==> config.mk <==
export PLATFORM = sky130hd
export DESIGN_NAME = alu_pipe
export DESIGN_NICKNAME = d
export VERILOG_FILES = /design/src/rtl/alu_pipe.sv
export SDC_FILE = /design/constraint.sdc
export NUM_CORES = 1
export LEC_CHECK = 0
export ABC_AREA = 1
export CORE_ASPECT_RATIO = 0.8
export CORE_MARGIN = 1
export CORE_UTILIZATION = 50
export DETAILED_ROUTE_END_ITERATION = 7
export PLACE_DENSITY = 0.75
export SLEW_MARGIN = 20
export SYNTH_ARGS = -nofsm -noshare
export SYNTH_HDL_FRONTEND = slang
export SYNTH_SLANG_ARGS = --single-unit
==> constraint.sdc <==
create_clock -name clk -period 3.1 [get_ports clk]
set_input_delay 0.93 -clock clk [delete_from_list [all_inputs] [get_ports clk]]
set_output_delay 0.93 -clock clk [all_outputs]
set_load 0.005 [all_outputs]
==> src/rtl/alu_pipe.sv <==
// Handshaked, registered ALU with a persistent carry flag for ADC/SBC chains
// and a shift-add multiplier that retires one multiplier bit per cycle.
module alu_pipe #(
    parameter int WIDTH = 8
) (
    input  logic             clk,
    input  logic             rst_n,
    input  logic             in_valid,
    output logic             in_ready,
    input  logic [WIDTH-1:0] a,
    input  logic [WIDTH-1:0] b,
    input  logic [3:0]       op,
    output logic             out_valid,
    input  logic             out_ready,
    output logic [WIDTH-1:0] y,
    output logic             carry_out,
    output logic             overflow,
    output logic             zero,
    output logic             negative,
    output logic             c_flag
);
    localparam int SHW = $clog2(WIDTH);
    localparam int CW  = $clog2(WIDTH + 1);
    localparam logic [SHW:0] SH_LIMIT = WIDTH[SHW:0];

    localparam logic [3:0] OP_ADD  = 4'h0;
    localparam logic [3:0] OP_SUB  = 4'h1;
    localparam logic [3:0] OP_AND  = 4'h2;
    localparam logic [3:0] OP_OR   = 4'h3;
    localparam logic [3:0] OP_XOR  = 4'h4;
    localparam logic [3:0] OP_NOR  = 4'h5;
    localparam logic [3:0] OP_SLL  = 4'h6;
    localparam logic [3:0] OP_SRL  = 4'h7;
    localparam logic [3:0] OP_SLT  = 4'h8;
    localparam logic [3:0] OP_SLTU = 4'h9;
    localparam logic [3:0] OP_SRA  = 4'hA;
    localparam logic [3:0] OP_ADC  = 4'hB;
    localparam logic [3:0] OP_SBC  = 4'hC;
    localparam logic [3:0] OP_MUL  = 4'hD;

    typedef enum logic [1:0] {S_IDLE, S_MUL, S_HOLD} state_t;

    state_t               state_reg, state_next;
    logic [WIDTH-1:0]     y_reg;
    logic                 carry_reg, overflow_reg, valid_reg, c_flag_reg;
    logic [2*WIDTH-1:0]   acc_reg, mcand_reg;
    logic [WIDTH-1:0]     mplier_reg;
    logic [CW-1:0]        count_reg;

    logic                 accept, mul_start, mul_done;
    logic [SHW-1:0]       sh;
    logic                 sh_big;
    logic                 add_cin, sub_cin;
    logic [WIDTH:0]       add_sum, sub_sum;
    logic [WIDTH-1:0]     sra_res;
    logic [WIDTH-1:0]     alu_y;
    logic                 alu_c, alu_v, alu_cupd;
    logic [2*WIDTH-1:0]   partial, step_sum;

    assign in_ready  = (state_reg == S_IDLE) && (!valid_reg || out_ready);
    assign accept    = in_valid && in_ready;
    assign mul_start = accept && (op == OP_MUL);
    assign mul_done  = (state_reg == S_MUL) && (count_reg == CW'(1));

    // Shift amounts past the word only exist when WIDTH is not a power of two.
    assign sh      = b[SHW-1:0];
    assign sh_big  = {1'b0, sh} >= SH_LIMIT;
    assign sra_res = $unsigned($signed(a) >>> sh);

    assign add_cin = (op == OP_ADC) ? c_flag_reg : 1'b0;
    assign sub_cin = (op == OP_SBC) ? c_flag_reg : 1'b1;
    assign add_sum = {1'b0, a} + {1'b0, b}  + {{WIDTH{1'b0}}, add_cin};
    assign sub_sum = {1'b0, a} + {1'b0, ~b} + {{WIDTH{1'b0}}, sub_cin};

    always_comb begin
        alu_y    = '0;
        alu_c    = 1'b0;
        alu_v    = 1'b0;
        alu_cupd = 1'b0;
        case (op)
            OP_ADD, OP_ADC: begin
                alu_y    = add_sum[WIDTH-1:0];
                alu_c    = add_sum[WIDTH];
                alu_v    = (a[WIDTH-1] == b[WIDTH-1]) && (add_sum[WIDTH-1] != a[WIDTH-1]);
                alu_cupd = 1'b1;
            end
            OP_SUB, OP_SBC: begin
                alu_y    = sub_sum[WIDTH-1:0];
                alu_c    = sub_sum[WIDTH];
                alu_v    = (a[WIDTH-1] != b[WIDTH-1]) && (sub_sum[WIDTH-1] != a[WIDTH-1]);
                alu_cupd = 1'b1;
            end
            OP_AND:  alu_y = a & b;
            OP_OR:   alu_y = a | b;
            OP_XOR:  alu_y = a ^ b;
            OP_NOR:  alu_y = ~(a | b);
            OP_SLL:  alu_y = sh_big ? '0 : (a << sh);
            OP_SRL:  alu_y = sh_big ? '0 : (a >> sh);
            OP_SRA:  alu_y = sh_big ? {WIDTH{a[WIDTH-1]}} : sra_res;
            OP_SLT:  alu_y = {{(WIDTH-1){1'b0}}, ($signed(a) < $signed(b))};
            OP_SLTU: alu_y = {{(WIDTH-1){1'b0}}, (a < b)};
            default: ;
        endcase
    end

    assign partial  = mplier_reg[0] ? mcand_reg : '0;
    assign step_sum = acc_reg + partial;

    always_comb begin
        state_next = state_reg;
        case (state_reg)
            S_IDLE: begin
                if (mul_start)
                    state_next = S_MUL;
                else if (!accept && valid_reg && !out_ready)
                    state_next = S_HOLD;
            end
            S_MUL:   if (mul_done) state_next = S_IDLE;
            S_HOLD:  if (out_ready) state_next = S_IDLE;
            default: state_next = S_IDLE;
        endcase
    end

    always_ff @(posedge clk or negedge rst_n) begin
        if (!rst_n)
            state_reg <= S_IDLE;
        else
            state_reg <= state_next;
    end

    always_ff @(posedge clk or negedge rst_n) begin
        if (!rst_n) begin
            y_reg        <= '0;
            carry_reg    <= 1'b0;
            overflow_reg <= 1'b0;
            valid_reg    <= 1'b0;
            c_flag_reg   <= 1'b0;
            acc_reg      <= '0;
            mcand_reg    <= '0;
            mplier_reg   <= '0;
            count_reg    <= '0;
        end else if (mul_start) begin
            // Any previous result is consumed by this same handshake.
            acc_reg    <= '0;
            mcand_reg  <= {{WIDTH{1'b0}}, a};
            mplier_reg <= b;
            count_reg  <= CW'(WIDTH);
            valid_reg  <= 1'b0;
        end else if (accept) begin
            y_reg        <= alu_y;
            carry_reg    <= alu_c;
            overflow_reg <= alu_v;
            valid_reg    <= 1'b1;
            if (alu_cupd)
                c_flag_reg <= alu_c;
        end else if (state_reg == S_MUL) begin
            acc_reg    <= step_sum;
            mcand_reg  <= mcand_reg << 1;
            mplier_reg <= mplier_reg >> 1;
            count_reg  <= count_reg - CW'(1);
            if (mul_done) begin
                y_reg        <= step_sum[WIDTH-1:0];
                carry_reg    <= |step_sum[2*WIDTH-1:WIDTH];
                overflow_reg <= 1'b0;
                valid_reg    <= 1'b1;
            end
        end else if (valid_reg && out_ready) begin
            valid_reg <= 1'b0;
        end
    end

    assign out_valid = valid_reg;
    assign y         = y_reg;
    assign carry_out = carry_reg;
    assign overflow  = overflow_reg;
    assign zero      = (y_reg == '0);
    assign negative  = y_reg[WIDTH-1];
    assign c_flag    = c_flag_reg;

endmodule

==> results by stage <==
Logic synthesis:
- The number of distinct library cells after synthesis is 38.
- The synthesized netlist net count is 971.
- The number of flip-flops and latches in the synthesized netlist is 58.
- Each instance of the synthesized netlist takes up on average 6.28 um^2.
- The cell area after synthesis is 5650 um^2.
- Sequential cells were found to cover 25.7% of the synthesized design area.
- The cell count after synthesis is 900.
- The Yosys warning count is 0.

Floorplanning:
- The floorplan die width is 121 um.
- The count of standard-cell rows is 34.
- The initial core utilization is 51.7%.
- The die span in y is 97.1 um.
- The total core area is 10900 um^2.
- During I/O placement, the number of pins put on the boundary was 39.
- The die covers 11700 um^2.

Global route:
- The number of global-route vias before repair was 5542.
- Global routing used 50.2% of the available met1 tracks.
- The first global-routing pass estimated 28.7 mm of wire.
- The pin count of the biggest net entering global routing is 30.
- The met3 demand-to-capacity share in global routing is 11.4%.
- The total overflow left after global routing is 0.
- The routing usage on met2 is 41.8%.
- For this run, the total global-route usage over all layers was measured as 32.0%.
- The busiest layer in global routing is met1.
- The initial antenna violation count is 0.

Timing:
- The final clock period utilization by the worst path is 96.1%.
- The maximum achievable frequency is 336 MHz.
- The worst pin sits at a relative slew slack of 55.1%.
- Across the routed clock network, the largest skew measured is 0.00647 ns.
- The number of endpoints failing setup at the final stage is 0.
- In the final timing run, aggregate negative setup slack is 0 ns.
- The post-route minimum period is 2.98 ns.
- The number of pins exceeding their max-slew limit in the final report is 0.
- Setup repair after global routing left no endpoint under its margin.
- The final-report hold violation count is 0.
- The least setup slack across all paths after layout is 0.120 ns.
- The worst-margin pin slew is 0.672 ns.

Worst setup path:
- The kind of capture point of the worst setup path is a flop.
- The slack of the worst reg-to-reg path is 0.53 ns.
- For the worst flop-to-flop path, the logic depth is 16.
- The signal arrival time at the worst endpoint is 3.19 ns.
- The critical path is of the in -> reg type.
- The data required time of the worst path is 3.31 ns.
- The worst setup path is launched from an input port.
- Along the worst path, the maximum fanout reaches 3.
- In this run the critical register-to-register path is captured at carry_out.
- The startpoint of the lowest-slack register-to-register path is mplier_reg[0].
- The critical path ends at y[2].
- The worst setup path startpoint is a[0].

Pwr:
- The largest vdd supply drop is 0.000513 V.
- Power spread over the standard cell area amounts to 694 nW/um^2.
- The static leakage power is 3.83 nW.
- Power comes to 0.00472 W.

Clock network:
- The cell at the root of the clock tree is clkbuf_16.
- The maximum level of the CTS H-tree is 3.
- The tree built by TritonCTS fans out to 58 sinks.
- TritonCTS built the clock tree.
- The clock insertion delay at the later pin of the skew report is 0.33 ns.
- The worst-case clock buffer depth is 2.
- After clock tree synthesis, the clock-pin slew on the worst setup and hold paths is 0.05 ns.
- The number of buffers inserted during clock tree synthesis is 9.
- The count of hold buffers inserted by post-cts repair is 0.

Place:
- The post-DP HPWL is 14.2 mm.
- The area of placed instances is 6470 um^2.
- The worst slack at placement is -0.352 ns.
- At the end of routability-driven placement, the weighted congestion stood at 1.07.
- The number of buffers inserted by port buffering is 38.

Drt:
- Summed over all layers, the routed wires come to 17.8 mm.
- The first detailed-routing pass took 5 iterations.
- The detailed-route wire length per cell is 15.8 um.
- Once detail routing completed, the nets flagged for antenna violations numbered 0.
- The average via count per standard cell is 5.40.
- The number of remaining DRC errors is 0.
- The starting DRC count in detailed routing is 662.
- The total vias in the final route is 6075.

Final layout:
- The post-route netlist has 9.90% of its cells at a drive strength greater than 1.
- The final net count is 1046.
- Leaving out fill and tap cells, the most frequent cell in the layout is nand2_1.
- Measured on the finished design, the core utilization comes to 62.2%.
- From synthesis to final layout, the design area changed by 20.4%.
- The finished cells cover 6800 um^2.
- The number of antenna cells inserted is 0.
- In the layout the commonest cells are nand2_1, inv_1, nand3_1.

Flow run:
- The max-cap violation count is 0.

Min path:
- The worst hold path begins at mplier_reg[6].
- The classification of the worst-slack hold path is reg -> reg.

Outcome:
- The flow ran to the end, and the final reports show no timing, DRC or antenna violations.
metrics by stage:
| step | instances | hold slack, ns |
|---|---|---|
| floorplan | 900 | 0.450 |
| global placement | 1107 | 0.466 |
| detailed placement | 1107 | 0.474 |
| CTS | 1123 | 0.487 |
| global route | 1124 | 0.517 |
| finish | 1124 | 0.488 |
where the power goes:
| group | leakage [nW] | switching [W] | internal [W] | total, W |
|---|---|---|---|---|
| Combinational | 2.96 | 0.00139 | 0.000950 | 0.00234 |
| Sequential | 0.715 | 0.000293 | 0.00111 | 0.00140 |
| Clock | 0.149 | 0.000345 | 0.000640 | 0.000985 |
| Total | 3.83 | 0.00203 | 0.00270 | 0.00472 |
cells by family (layout without fill, tap and decap cells):
group / count (synthesis) / after routing / share of synthesized area (%)
AND/OR/NAND/NOR: 490 / 490 / 36.4
buffers and inverters: 181 / 261 / 12.9
AO/OA/AOI/OAI: 114 / 114 / 12.4
flip-flops: 58 / 58 / 25.7
adder cells (fa/ha/maj): 47 / 47 / 11.1
XOR/XNOR: 10 / 10 / 1.55
worst max-delay path, stage by stage:
cell and delay (ns):
clkdlybuf4s50_1 0.46, buf_4 0.16, fa_2 0.41, fa_1 0.43
xor2_1 0.16, o21ai_0 0.13, nor3_2 0.25, nand3_1 0.13
nand2_1 0.07, a21oi_1 0.05
synthesized netlist by cell type:
library cell	number	area, um^2
o21ai_2	1	8.76
buf_4	5	37.5
dfrtp_1	58	1450
inv_4	1	6.26
nor2_1	67	251
buf_6	1	11.3
o21ai_1	10	50.1
fa_1	5	100
o31ai_1	2	15.0
a22o_1	9	78.8
a22oi_1	6	45.0
nand2_8	1	20.0
nand2_1	301	1130
nor3_1	4	20.0
ha_1	42	526
clkinv_1	1	3.75
buf_2	16	80.1
o22ai_1	10	62.6
nor4_1	1	6.26
o21bai_1	2	15.0
inv_2	6	22.5
nor2_4	1	11.3
and2_1	5	31.3
o41ai_1	1	8.76
inv_1	143	537
a21oi_1	30	150
nand3_1	81	405
nand2_2	2	12.5
nor2_2	5	31.3
buf_1	1	3.75
clkbuf_1	7	26.3
o21ai_0	30	150
nand4_1	21	131
nand3b_1	1	7.51
o211ai_1	6	45.0
o221ai_1	6	52.6
a21oi_4	1	16.3
xor2_1	10	87.6
layout make-up:
class	count	area, um^2
Sequential cell	58	1450
Multi-Input combinational cell	661	3490
Clock buffer	11	243
Clock inverter	5	53.8
Fill cell	1006	4130
Timing Repair Buffer	94	818
Tap cell	144	180
Inverter	151	569
worst min-delay path by stage:
stage / endpoint / cells after the start / slack (ns)
6_report: mplier_reg[6] / 2 / 0.49
5_1_grt: acc_reg[12] / 2 / 0.52
4_1_cts: mplier_reg[6] / 2 / 0.49
3_5_place_dp: mplier_reg[6] / 2 / 0.47
3_3_place_gp: mplier_reg[6] / 2 / 0.47
2_1_floorplan: mplier_reg[6] / 2 / 0.45
timing repair:
item                                   CTS  global route
buffers inserted                         0             1
resized for setup                        1             9
setup endpoints to repair                1             7
pin swaps                                0             3
endpoints found under the hold margin    0             0
layer usage:
metal / part of all wire (%) / wire [um]
met1: 49 / 8670
met2: 38 / 6740
met3: 12 / 2200
met4: 0.91 / 161
met5: 0 / 0
(Power assumes the default switching activity.)
